### src/rtl/fetch_stage.sv
// Instruction fetch: owns the PC and the IF/ID register, redirects on decode-resolved jumps/branches.
// Latency: one cycle from PCF to InstrD; a taken redirect costs one bubble.
// Backpressure: StallF holds the PC, StallD freezes IF/ID; StallF alone inserts a bubble.
module fetch_stage #(
    parameter int                WIDTH        = 32,
    parameter int                Instr_width  = 32,
    parameter int                PCSrcD_width = 2,
    parameter logic [WIDTH-1:0]  RESET_PC     = '0
) (
    input  logic                    CLK,
    input  logic                    RST,
    input  logic                    StallF,
    input  logic                    StallD,
    input  logic [PCSrcD_width-1:0] PCSrcD,
    input  logic [WIDTH-1:0]        PCBranchD,
    input  logic [WIDTH-1:0]        JumpTargetD,
    input  logic [Instr_width-1:0]  ImemRD,
    output logic [WIDTH-1:0]        PCF,
    output logic [Instr_width-1:0]  InstrD,
    output logic [WIDTH-1:0]        PCPlus4D,
    output logic                    ValidD,
    output logic [31:0]             FetchCount
);

    localparam logic [WIDTH-1:0] PC_STEP = WIDTH'(4);

    logic [WIDTH-1:0] pc_plus4_f;
    logic [WIDTH-1:0] pc_next;
    logic             redirect_d;

    assign pc_plus4_f = PCF + PC_STEP;

    // A redirect is only honoured from a live, advancing decode slot.
    assign redirect_d = ValidD & ~StallD & (|PCSrcD[1:0]);

    always_comb begin
        pc_next = pc_plus4_f;
        if (redirect_d) begin
            if (PCSrcD[1]) begin
                pc_next = JumpTargetD;
            end else begin
                pc_next = PCBranchD;
            end
        end
    end

    always_ff @(posedge CLK) begin
        if (RST) begin
            PCF <= RESET_PC;
        end else if (!StallF) begin
            PCF <= pc_next;
        end
    end

    always_ff @(posedge CLK) begin
        if (RST) begin
            InstrD     <= '0;
            PCPlus4D   <= '0;
            ValidD     <= 1'b0;
            FetchCount <= '0;
        end else if (!StallD) begin
            if (redirect_d) begin
                InstrD   <= '0;
                PCPlus4D <= '0;
                ValidD   <= 1'b0;
            end else if (StallF) begin
                // The PC is held, so the same fetch will be captured next cycle; emit a bubble now.
                InstrD   <= '0;
                PCPlus4D <= '0;
                ValidD   <= 1'b0;
            end else begin
                InstrD     <= ImemRD;
                PCPlus4D   <= pc_plus4_f;
                ValidD     <= 1'b1;
                FetchCount <= FetchCount + 32'd1;
            end
        end
    end

endmodule
### config.mk
export PLATFORM = sky130hd
export DESIGN_NAME = fetch_stage
export DESIGN_NICKNAME = d
export VERILOG_FILES = /design/src/rtl/fetch_stage.sv
export SDC_FILE = /design/constraint.sdc
export NUM_CORES = 1
export LEC_CHECK = 0
export CORE_MARGIN = 3
export CORE_UTILIZATION = 30
export CTS_CLUSTER_SIZE = 25
export DETAILED_ROUTE_END_ITERATION = 16
export MAX_ROUTING_LAYER = met4
export PLACE_DENSITY = 0.57
export RECOVER_POWER = 25
export SYNTH_ARGS = -nofsm -noshare
export SYNTH_HDL_FRONTEND = slang
export SYNTH_SLANG_ARGS = --single-unit
### constraint.sdc
create_clock -name CLK -period 2 [get_ports CLK]
set_input_delay 0.2 -clock CLK [delete_from_list [all_inputs] [get_ports CLK]]
set_output_delay 0.2 -clock CLK [all_outputs]
set_load 0.005 [all_outputs]
==> results.txt, run 1 <==
----------------------------------------------------
[Worst setup path]
  Critical-path maximum fanout ... 13
  Register-to-Register Path Depth ... 6
  Worst setup path start ... PCF[7]
  Flop-to-flop setup slack ... 0.15 ns
  Type of origin of the critical path ... register
  Signal arrival time at the worst endpoint ... 2.19 ns
  Element type at the critical path end ... register
  R2r startpoint ... PCF[7]
  R2r endpoint ... PCF[27]
  Capture point of the critical path ... PCF[27]
  Required time reported for the critical path endpoint ... 2.34 ns
  Class of the most critical setup path ... reg2reg

[STA]
  Slew Viols, Final ... 0
  Min Hold Slack ... 0.174 ns
  Clock skew ... 0.00814 ns
  Final hold viol count ... 0
  Setup violators final ... 0
  Unrepaired setup endpoints after global routing ... no
  Max_slew headroom ... 64.2%
  Sum Neg Setup Slack ... 0 ns
  Worst-Margin Slew ... 0.537 ns
  Min cycle time layout ... 1.85 ns
  Post-route clock period utilization ... 92.4%
  Top achievable clock speed ... 0.541 GHz

[Route]
  Drt wl/cell ... 16.9 um
  Total DRC errors in the routed layout ... 0
  Routed vias ... 6253
  Number of DRC markers after the initial detailed-route iteration ... 439
  Post-detailed-routing wire length ... 21200 um
  Via count normalized by instance count ... 4.96
  Routed Antenna Nets ... 0
  Number of detailed-route iterations in the first pass ... 6

[Logic synthesis]
  EDFF count, synth ... 0
  Syn Inst Count ... 725
  Post-synth cell types ... 53
  Syn. warnings ... 0
  Async SR Flop Fraction ... 0%
  Syn Area/Cell ... 8.61 um^2
  Synth Cell Area ... 0.00624 mm^2
  Dominant register cell in the synthesized netlist ... sky130_fd_sc_hd__dfxtp_1
  Sequential cell area fraction in the yosys report ... 41.4%
  Flops & latches, synth ... 129
  Synthesized netlist net count ... 829

[Status]
  Outcome ... completed

[Die]
  Effective utilization at floorplan ... 30.7%
  Number of top-level design ports ... 231
  Die Height ... 150 um
  Die span in x ... 150 um
  Std-Cell Core Area ... 0.0204 mm^2
  Placement Rows ... 52
  Die outline area ... 0.0226 mm^2

[Min path]
  Tightest Hold Check Type ... in2reg

[Clock tree]
  Total of hold buffers inserted after clock tree synthesis ... 0
  Maximum root-to-sink buffer count ... 2
  Cts bufs inserted ... 17
  Clock Tree Root ... sky130_fd_sc_hd__clkbuf_16
  TritonCTS sink count ... 129
  Insertion delay of the later-clocked pin in the worst-skew pair ... 0.42 ns
  Post-CTS sizing ... 0
  Buffer count from post-CTS setup fixing ... 0
  CTS tree ... done
  H-Tree Level Count ... 4
  Post-CTS clock slew at the launch and capture registers of the worst setup and hold paths ... 0.06 ns

[Final layout]
  Fin cells ... 1260
  Share of layout cells above drive strength 1 ... 11.8%
  Most common library cell in the layout ignoring fill and taps ... sky130_fd_sc_hd__clkdlybuf4s50_1
  Final nets ... 1080
  Commonest non-fill, non-tap cells in the layout ... sky130_fd_sc_hd__clkdlybuf4s50_1, sky130_fd_sc_hd__dfxtp_1, sky130_fd_sc_hd__nor2_1, sky130_fd_sc_hd__buf_4, sky130_fd_sc_hd__dlygate4sd3_1
  Layout fillers ... 1975
  Area growth from synthesis to layout ... 56.7%
  Layout Utilization ... 48.0%

[Run]
  Reported max-cap violation count ... 0

[Power and ir drop]
  P per Cell Area ... 666 mW/mm^2
  Worst ir drop on vdd ... 0.534 mV
  Overall Power ... 6.52 mW
  Leakage power summed over all cells ... 3.69 nW

[Global routing]
  Maximum number of pins on one net before global-route repair ... 51
  GR Overflow Total ... 0
  All-Layer GR Usage ... 19.4%
  First-pass GRT wire length ... 33600 um
  Antenna violations before repair ... 2
  Number of global-route vias before repair ... 6136

[Placement]
  Final weighted congestion in routability-driven placement ... 0.839
  Cells after DPL ... 1227
  Port Buffers ... 230
  Final HPWL DP ... 15300 um

----------------------------------------------------
-- registers in the layout, summed over array words and instances (netlist names) --
name and cells:
ValidD 1, InstrD 32, PCPlus4D 32, PCF 32, FetchCount 32
-- how the worst min path moves through the flow --
stage	end	startpoint	depth (start not counted)	slack, ns
6_report	PCF[6]	RST	2	0.17
5_1_grt	PCF[12]	RST	2	0.19
4_1_cts	PCF[6]	RST	2	0.16
3_5_place_dp	PCPlus4D[16]	PCPlus4D[16]	2	0.45
3_3_place_gp	PCPlus4D[16]	PCPlus4D[16]	2	0.43
2_1_floorplan	InstrD[0]	ImemRD[0]	2	0.34
-- Yosys cell counts (5+ instances only) --
library cell	number	area share (%)
sky130_fd_sc_hd__nand4_1	16	1.6
sky130_fd_sc_hd__o21bai_1	7	0.84
sky130_fd_sc_hd__a22o_1	17	2.4
sky130_fd_sc_hd__buf_1	9	0.54
sky130_fd_sc_hd__and4_1	8	1.1
sky130_fd_sc_hd__nand2_1	42	2.5
sky130_fd_sc_hd__o32ai_1	8	1.1
sky130_fd_sc_hd__nor2_1	100	6.0
sky130_fd_sc_hd__clkbuf_1	36	2.2
sky130_fd_sc_hd__mux2_2	6	1.1
sky130_fd_sc_hd__o21ai_0	12	0.96
sky130_fd_sc_hd__o32a_1	5	0.80
sky130_fd_sc_hd__nor3b_1	5	0.60
sky130_fd_sc_hd__inv_1	12	0.72
sky130_fd_sc_hd__xor2_1	9	1.3
sky130_fd_sc_hd__a21oi_1	41	3.3
sky130_fd_sc_hd__buf_2	14	1.1
sky130_fd_sc_hd__or3_1	6	0.60
sky130_fd_sc_hd__xnor2_1	46	6.5
sky130_fd_sc_hd__nor3_1	24	1.9
sky130_fd_sc_hd__nor4_1	16	1.6
sky130_fd_sc_hd__a22oi_1	44	5.3
sky130_fd_sc_hd__mux2i_1	28	4.5
sky130_fd_sc_hd__and3_1	6	0.60
sky130_fd_sc_hd__nand3_1	25	2.0
sky130_fd_sc_hd__dfxtp_1	129	41
-- critical path: stages (launching register included) --
cell and delay [ns]:
sky130_fd_sc_hd__dfxtp_1 0.33, sky130_fd_sc_hd__nand4_1 0.27, sky130_fd_sc_hd__nor4_4 0.34, sky130_fd_sc_hd__buf_12 0.19, sky130_fd_sc_hd__nand3_2 0.08, sky130_fd_sc_hd__or4_1 0.40
sky130_fd_sc_hd__a31oi_1 0.16
-- power by group --
group          total, mW  switching, mW  internal, mW
Sequential          2.65         0.0305          2.62
Combinational      0.694          0.307         0.387
Clock               3.17           1.19          1.98
Total               6.52           1.53          4.99
-- cells by family after synthesis --
logic type	share of synthesized area (%)
buf+inv	4.87
simple gates	22.5
flops	41.4
xor+xnor	7.72
compound gates	17.5
fa+ha+maj	0.401
mux	5.57
-- layout make-up --
type	instances	area (um^2)	share of cell area [%]
clock inverters	13	164	1.68
well taps	270	338	3.45
clock buffers	18	439	4.49
repair buffers	294	2850	29.2
multi-input cells	522	3360	34.3
flip-flops and latches	129	2580	26.4
inverters	12	45.0	0.460
diodes	2	5.00	0.0512
-- routing by layer --
layer	vias to the layer above	GRT usage (%)	part of all wire (%)
met5	-	-	0
met1	2915	24.7	45
met2	194	30.7	47
li1	3121	-	-
met4	0	5.86	2.4
met3	23	4.70	6.2
-- through the flow --
step | area [um^2] | setup slack (ns)
4_1_cts | 9780 | 0.129
3_5_place_dp | 9180 | 0.00144
3_3_place_gp | 9180 | 0.0519
2_1_floorplan | 6240 | 0.0801
6_report | 9780 | 0.152
5_1_grt | 9780 | 0.0141
Power figures use the tool's default switching activity.
==> run 2: changes to the inputs <==
PLACE_DENSITY = 0.65   (was 0.57)
==> run 2 against run 1 <==
Clock power decreased by 6%. Highest routed layer unchanged. Largest power group unchanged. Worst setup slack got worse by 0.057 ns. Clock skew increased by 0.0031 ns. Critical path type unchanged. Count of clock-buffer cells in the layout increased by 4. Non-clock buffer count increased by 3.
==> results.txt, run 2 (synthesis results as in run 1) <==
----------------------------------------------------
[STA]
  Min setup slack post-route ... 0.0950 ns
  Top achievable clock speed ... 0.525 GHz
  Min Hold Slack ... 0.0900 ns
  Worst-Margin Slew ... 0.625 ns
  Setup violators final ... 0
  Clock skew ... 0.0112 ns
  Slew Viols, Final ... 0
  Sum Neg Setup Slack ... 0 ns
  Max_slew headroom ... 58.3%
  Final hold viol count ... 0
  Min cycle time layout ... 1.91 ns
  Post-route clock period utilization ... 95.3%

[Final layout]
  Layout fillers ... 1944
  Commonest non-fill, non-tap cells in the layout ... sky130_fd_sc_hd__clkdlybuf4s50_1, sky130_fd_sc_hd__dfxtp_1, sky130_fd_sc_hd__nor2_1, sky130_fd_sc_hd__buf_4, sky130_fd_sc_hd__xnor2_1
  Most common library cell in the layout ignoring fill and taps ... sky130_fd_sc_hd__clkdlybuf4s50_1
  Area growth from synthesis to layout ... 56.3%
  Final nets ... 1083
  Share of layout cells above drive strength 1 ... 12.1%
  Fin cells ... 1262

[Worst setup path]
  Worst setup path start ... PCF[2]
  Signal arrival time at the worst endpoint ... 2.25 ns
  Element type at the critical path end ... register
  Required time reported for the critical path endpoint ... 2.34 ns
  Class of the most critical setup path ... reg2reg
  R2r startpoint ... PCF[2]
  Critical-path maximum fanout ... 13
  Type of origin of the critical path ... register

[Route]
  Via count normalized by instance count ... 5.06
  Total DRC errors in the routed layout ... 0
  Routed Antenna Nets ... 0
  Drt wl/cell ... 16.7 um
  Post-detailed-routing wire length ... 21000 um
  Routed vias ... 6387
  Number of DRC markers after the initial detailed-route iteration ... 367
  Number of detailed-route iterations in the first pass ... 5

[Global routing]
  Antenna violations before repair ... 1
  First-pass GRT wire length ... 32500 um
  GR Overflow Total ... 0
  All-Layer GR Usage ... 18.8%
  Met3 track utilization from global routing ... 4.61%
  Number of global-route vias before repair ... 5954
  GR Layer Usage met2 ... 30.1%
  Most heavily used metal layer in global routing ... met2
  Global-route track usage on met1 ... 23.6%
  Maximum number of pins on one net before global-route repair ... 63

[Power and ir drop]
  Net switching share of the total power ... 23.5%
  Worst ir drop on vdd ... 0.576 mV
  P per Cell Area ... 647 mW/mm^2
  Seq pwr share ... 42.0%
  Overall Power ... 6.31 mW
  Clock power frac ... 47.2%
  Leakage power summed over all cells ... 3.61 nW
  NetSw ... 1.48 mW
  Internal power ... 4.83 mW
  Portion of total power attributed to combinational logic ... 10.8%

[Min path]
  Tightest Hold Check Type ... in2reg
  Startpoint of the lowest-slack hold path ... RST

[Placement]
  Placement-stage worst setup slack ... -0.00135 ns
  Final weighted congestion in routability-driven placement ... 0.886
  Cells after DPL ... 1226
  Port Buffers ... 230
  Final HPWL DP ... 15100 um

[Clock tree]
  Insertion delay of the later-clocked pin in the worst-skew pair ... 0.42 ns
  CTS tree ... done
  Clock Tree Root ... sky130_fd_sc_hd__clkbuf_16
  Maximum root-to-sink buffer count ... 2
  Post-CTS clock slew at the launch and capture registers of the worst setup and hold paths ... 0.06 ns
  Cts bufs inserted ... 17
  Total of hold buffers inserted after clock tree synthesis ... 0
  H-Tree Level Count ... 4
  TritonCTS sink count ... 129

[Die]
  Effective utilization at floorplan ... 30.7%
  Placement Rows ... 52
  Die span in x ... 150 um
  Number of top-level design ports ... 231
  Std-Cell Core Area ... 0.0204 mm^2
  Die Height ... 150 um
  Die outline area ... 0.0226 mm^2

[Run]
  Reported max-cap violation count ... 0

[Status]
  Outcome ... completed

----------------------------------------------------
## run 2: what timing repair did
item / in CTS / in global routing
setup buffers: 0 / 3
gates resized for setup: 0 / 3
endpoints found under the setup margin: 0 / 7
## run 2: per-stage QoR
stage          utilization, %  instance area [um^2]
3_5_place_dp             44.9                  9150
5_1_grt                  47.9                  9750
4_1_cts                  47.7                  9710
3_3_place_gp             44.9                  9150
2_1_floorplan               -                  6240
6_report                 47.9                  9750
## run 2: power by group through the flow
| stage | Sequential (mW) | Clock, mW | Combinational [mW] |
|---|---|---|---|
| 4_1_cts | 2.65 | 3.06 | 0.694 |
| 2_1_floorplan | 2.72 | 0 | 0.270 |
| 6_report | 2.65 | 2.98 | 0.681 |
| 3_3_place_gp | 2.71 | 0 | 0.689 |
| 5_1_grt | 2.66 | 3.17 | 0.737 |
| 3_5_place_dp | 2.71 | 0 | 0.691 |
## run 2: worst paths after layout
kind                            depth (start not counted)  slack, ns            to
worst max-delay path                                    7       0.09       PCF[27]
worst min-delay path                                    2       0.09       PCF[31]
worst max register to register                          7       0.09       PCF[27]
worst min register to register                          1       0.47  PCPlus4D[28]
## run 2: layout make-up
type | count | area, um^2 | share of cell area (%)
Antenna cell | 1 | 2.50 | 0.0257
Clock buffer | 22 | 484 | 4.96
Clock inverter | 9 | 82.6 | 0.847
Inverter | 12 | 45.0 | 0.462
Multi-Input combinational cell | 522 | 3370 | 34.5
Sequential cell | 129 | 2580 | 26.5
Tap cell | 270 | 338 | 3.46
Timing Repair Buffer | 297 | 2850 | 29.2
## run 2: metal layers
metal | wire [um] | vias to the layer above | part of all wire (%)
li1 | - | 3132 | -
met1 | 9100 | 3027 | 43
met2 | 10200 | 208 | 48
met3 | 1310 | 20 | 6.2
met4 | 426 | 0 | 2.0
met5 | 0 | - | 0
## run 2: critical path: stages (launching register included)
cell	delay, ns
sky130_fd_sc_hd__dfxtp_2	0.36
sky130_fd_sc_hd__buf_4	0.12
sky130_fd_sc_hd__nand2_1	0.12
sky130_fd_sc_hd__nor4_4	0.36
sky130_fd_sc_hd__buf_12	0.19
sky130_fd_sc_hd__nand3_2	0.10
sky130_fd_sc_hd__or4_1	0.41
sky130_fd_sc_hd__a31oi_1	0.17
==> run 3: changes to the inputs <==
CORE_MARGIN = unset   (was 3)
MAX_ROUTING_LAYER = unset   (was met4)
==> run 3 against run 2 <==
Cell count is 0.32% lower. Highest routed layer unchanged. Wire length shrank 2.8%. Via count fell by 1.6%. First-iteration DRC count fell by 23%. Clock skew is 0.0014 ns higher. Sequential power is essentially flat. Register-to-register slack gained 0.04 ns.
==> results.txt, run 3 (synthesis results as in run 1) <==
----------------------------------------------------
[Power and ir drop]
  NetSw ... 1.50 mW
  Net switching share of the total power ... 22.7%
  Internal power ... 5.09 mW
  Clock power frac ... 49.5%
  P per Cell Area ... 677 mW/mm^2
  Leakage power summed over all cells ... 3.71 nW
  Portion of total power attributed to combinational logic ... 10.3%
  Seq pwr share ... 40.2%
  Worst ir drop on vdd ... 0.547 mV

[Final layout]
  Fin cells ... 1258
  Layout fillers ... 1976
  Final nets ... 1077
  Commonest non-fill, non-tap cells in the layout ... sky130_fd_sc_hd__clkdlybuf4s50_1, sky130_fd_sc_hd__dfxtp_1, sky130_fd_sc_hd__nor2_1, sky130_fd_sc_hd__dlygate4sd3_1, sky130_fd_sc_hd__buf_4
  Share of layout cells above drive strength 1 ... 11.5%
  Most common library cell in the layout ignoring fill and taps ... sky130_fd_sc_hd__clkdlybuf4s50_1
  Layout Utilization ... 48.0%
  Area growth from synthesis to layout ... 56.0%

[STA]
  Sum Neg Setup Slack ... 0 ns
  Setup violators final ... 0
  Unrepaired setup endpoints after global routing ... no
  Top achievable clock speed ... 0.535 GHz
  Post-route clock period utilization ... 93.4%
  Max_slew headroom ... 69.3%
  Min setup slack post-route ... 0.132 ns
  Clock skew ... 0.0126 ns
  Slew Viols, Final ... 0
  Min cycle time layout ... 1.87 ns
  Final hold viol count ... 0
  Worst-Margin Slew ... 0.460 ns

[Clock tree]
  Maximum root-to-sink buffer count ... 2
  Cts bufs inserted ... 17
  Buffer count from post-CTS setup fixing ... 0
  H-Tree Level Count ... 4
  CTS tree ... done
  TritonCTS sink count ... 129
  Insertion delay of the later-clocked pin in the worst-skew pair ... 0.42 ns
  Clock Tree Root ... sky130_fd_sc_hd__clkbuf_16
  Post-CTS clock slew at the launch and capture registers of the worst setup and hold paths ... 0.06 ns

[Run]
  Reported max-cap violation count ... 0

[Placement]
  Port Buffers ... 230
  Final HPWL DP ... 14700 um
  Placement-stage worst setup slack ... -0.0228 ns
  Cells after DPL ... 1224
  Final weighted congestion in routability-driven placement ... 0.872

[Die]
  Effective utilization at floorplan ... 30.8%
  Die outline area ... 0.0214 mm^2
  Number of top-level design ports ... 231
  Placement Rows ... 52
  Std-Cell Core Area ... 0.0203 mm^2
  Die span in x ... 146 um
  Die Height ... 146 um

[Route]
  Via count normalized by instance count ... 4.99
  Routed Antenna Nets ... 0
  Number of DRC markers after the initial detailed-route iteration ... 282
  Routed vias ... 6283
  Number of detailed-route iterations in the first pass ... 5
  Total DRC errors in the routed layout ... 0
  Post-detailed-routing wire length ... 20400 um
  Drt wl/cell ... 16.2 um

[Worst setup path]
  Element type at the critical path end ... register
  Cell chain of the critical path ... ha_1 -> inv_1 -> nor4_2 -> buf_4 -> nand3_1 -> o32a_1 -> o32ai_1
  Signal arrival time at the worst endpoint ... 2.19 ns
  Top Family by Delay on Critical Path ... compound AO/OA/AOI/OAI gates
  CP max stage cell ... sky130_fd_sc_hd__dfxtp_1
  Critical-path maximum fanout ... 11
  Type of origin of the critical path ... register
  Count of buffering cells on the critical path with inverters included ... 2
  Stage delay of the slowest cell on the critical path ... 0.38 ns
  Required time reported for the critical path endpoint ... 2.32 ns
  Class of the most critical setup path ... reg2reg

[Global routing]
  All-Layer GR Usage ... 19.2%
  Number of global-route vias before repair ... 6042
  First-pass GRT wire length ... 32600 um
  Maximum number of pins on one net before global-route repair ... 46
  Antenna violations before repair ... 2
  GR Overflow Total ... 0

[Status]
  Outcome ... completed

[Min path]
  Tightest Hold Check Type ... in2reg

----------------------------------------------------
run 3: cell types whose count changed in the layout (fill, tap and decap cells not counted), sizes merged, moves of 2 or more:
| cell | delta |
|---|---|
| clkbuf | +2 |
| dlygate4sd3 | +34 |
| clkinv | -3 |
| clkdlybuf4s50 | -34 |
| buf | -5 |
| bufinv | +2 |
run 3: worst paths after layout:
path,from,endpoint,slack (ns),cells past startpoint
max,PCF[2],PCF[18],0.13,7
max reg2reg,PCF[2],PCF[18],0.13,7
min reg2reg,PCPlus4D[16],PCPlus4D[16],0.46,2
min,RST,PCPlus4D[2],0.17,2
run 3: layout make-up:
class | count | area, um^2 | share of cell area [%]
tap | 270 | 338 | 3.47
clock buffer | 24 | 492 | 5.05
sequential | 129 | 2580 | 26.5
clock inverter | 8 | 125 | 1.29
multi-input combinational | 522 | 3360 | 34.5
inverter | 12 | 45.0 | 0.463
antenna | 2 | 5.00 | 0.0514
timing repair buffer | 291 | 2790 | 28.7
run 3: worst reg2reg max path, delay by kind of cell (launching register included):
kind                     cells  cell delay (ns)
adder cells (fa/ha/maj)      1             0.19
AO/OA/AOI/OAI                2             0.46
AND/OR/NAND/NOR              2             0.43
buffers and inverters        2             0.32
flip-flops                   1             0.38
run 3: power groups by stage:
stage          registers (mW)  logic (mW)  clock network, mW
4_1_cts                  2.65       0.698               3.34
2_1_floorplan            2.72       0.270                  0
5_1_grt                  2.66       0.734               3.46
3_3_place_gp             2.71       0.692                  0
3_5_place_dp             2.71       0.695                  0
6_report                 2.65       0.676               3.26
run 3: routing by layer:
metal / global-route usage [%] / wire [um]
met1: 23.8 / 8940
met2: 31.6 / 9810
met3: 5.06 / 1190
met4: 8.02 / 488
met5: 0 / 0
run 3: stage by stage:
step / area [um^2] / hold slack (ns) / power [mW]
2_1_floorplan: 6240 / 0.344 / 2.99
3_3_place_gp: 9130 / 0.432 / 3.40
3_5_place_dp: 9130 / 0.458 / 3.40
4_1_cts: 9750 / 0.144 / 6.69
5_1_grt: 9740 / 0.161 / 6.85
6_report: 9740 / 0.169 / 6.59
run 3: repair_timing:
action,CTS,global route
endpoints found under the hold margin,0,0
gates resized for setup,0,0
endpoints found under the setup margin,0,1
hold buffers,0,0
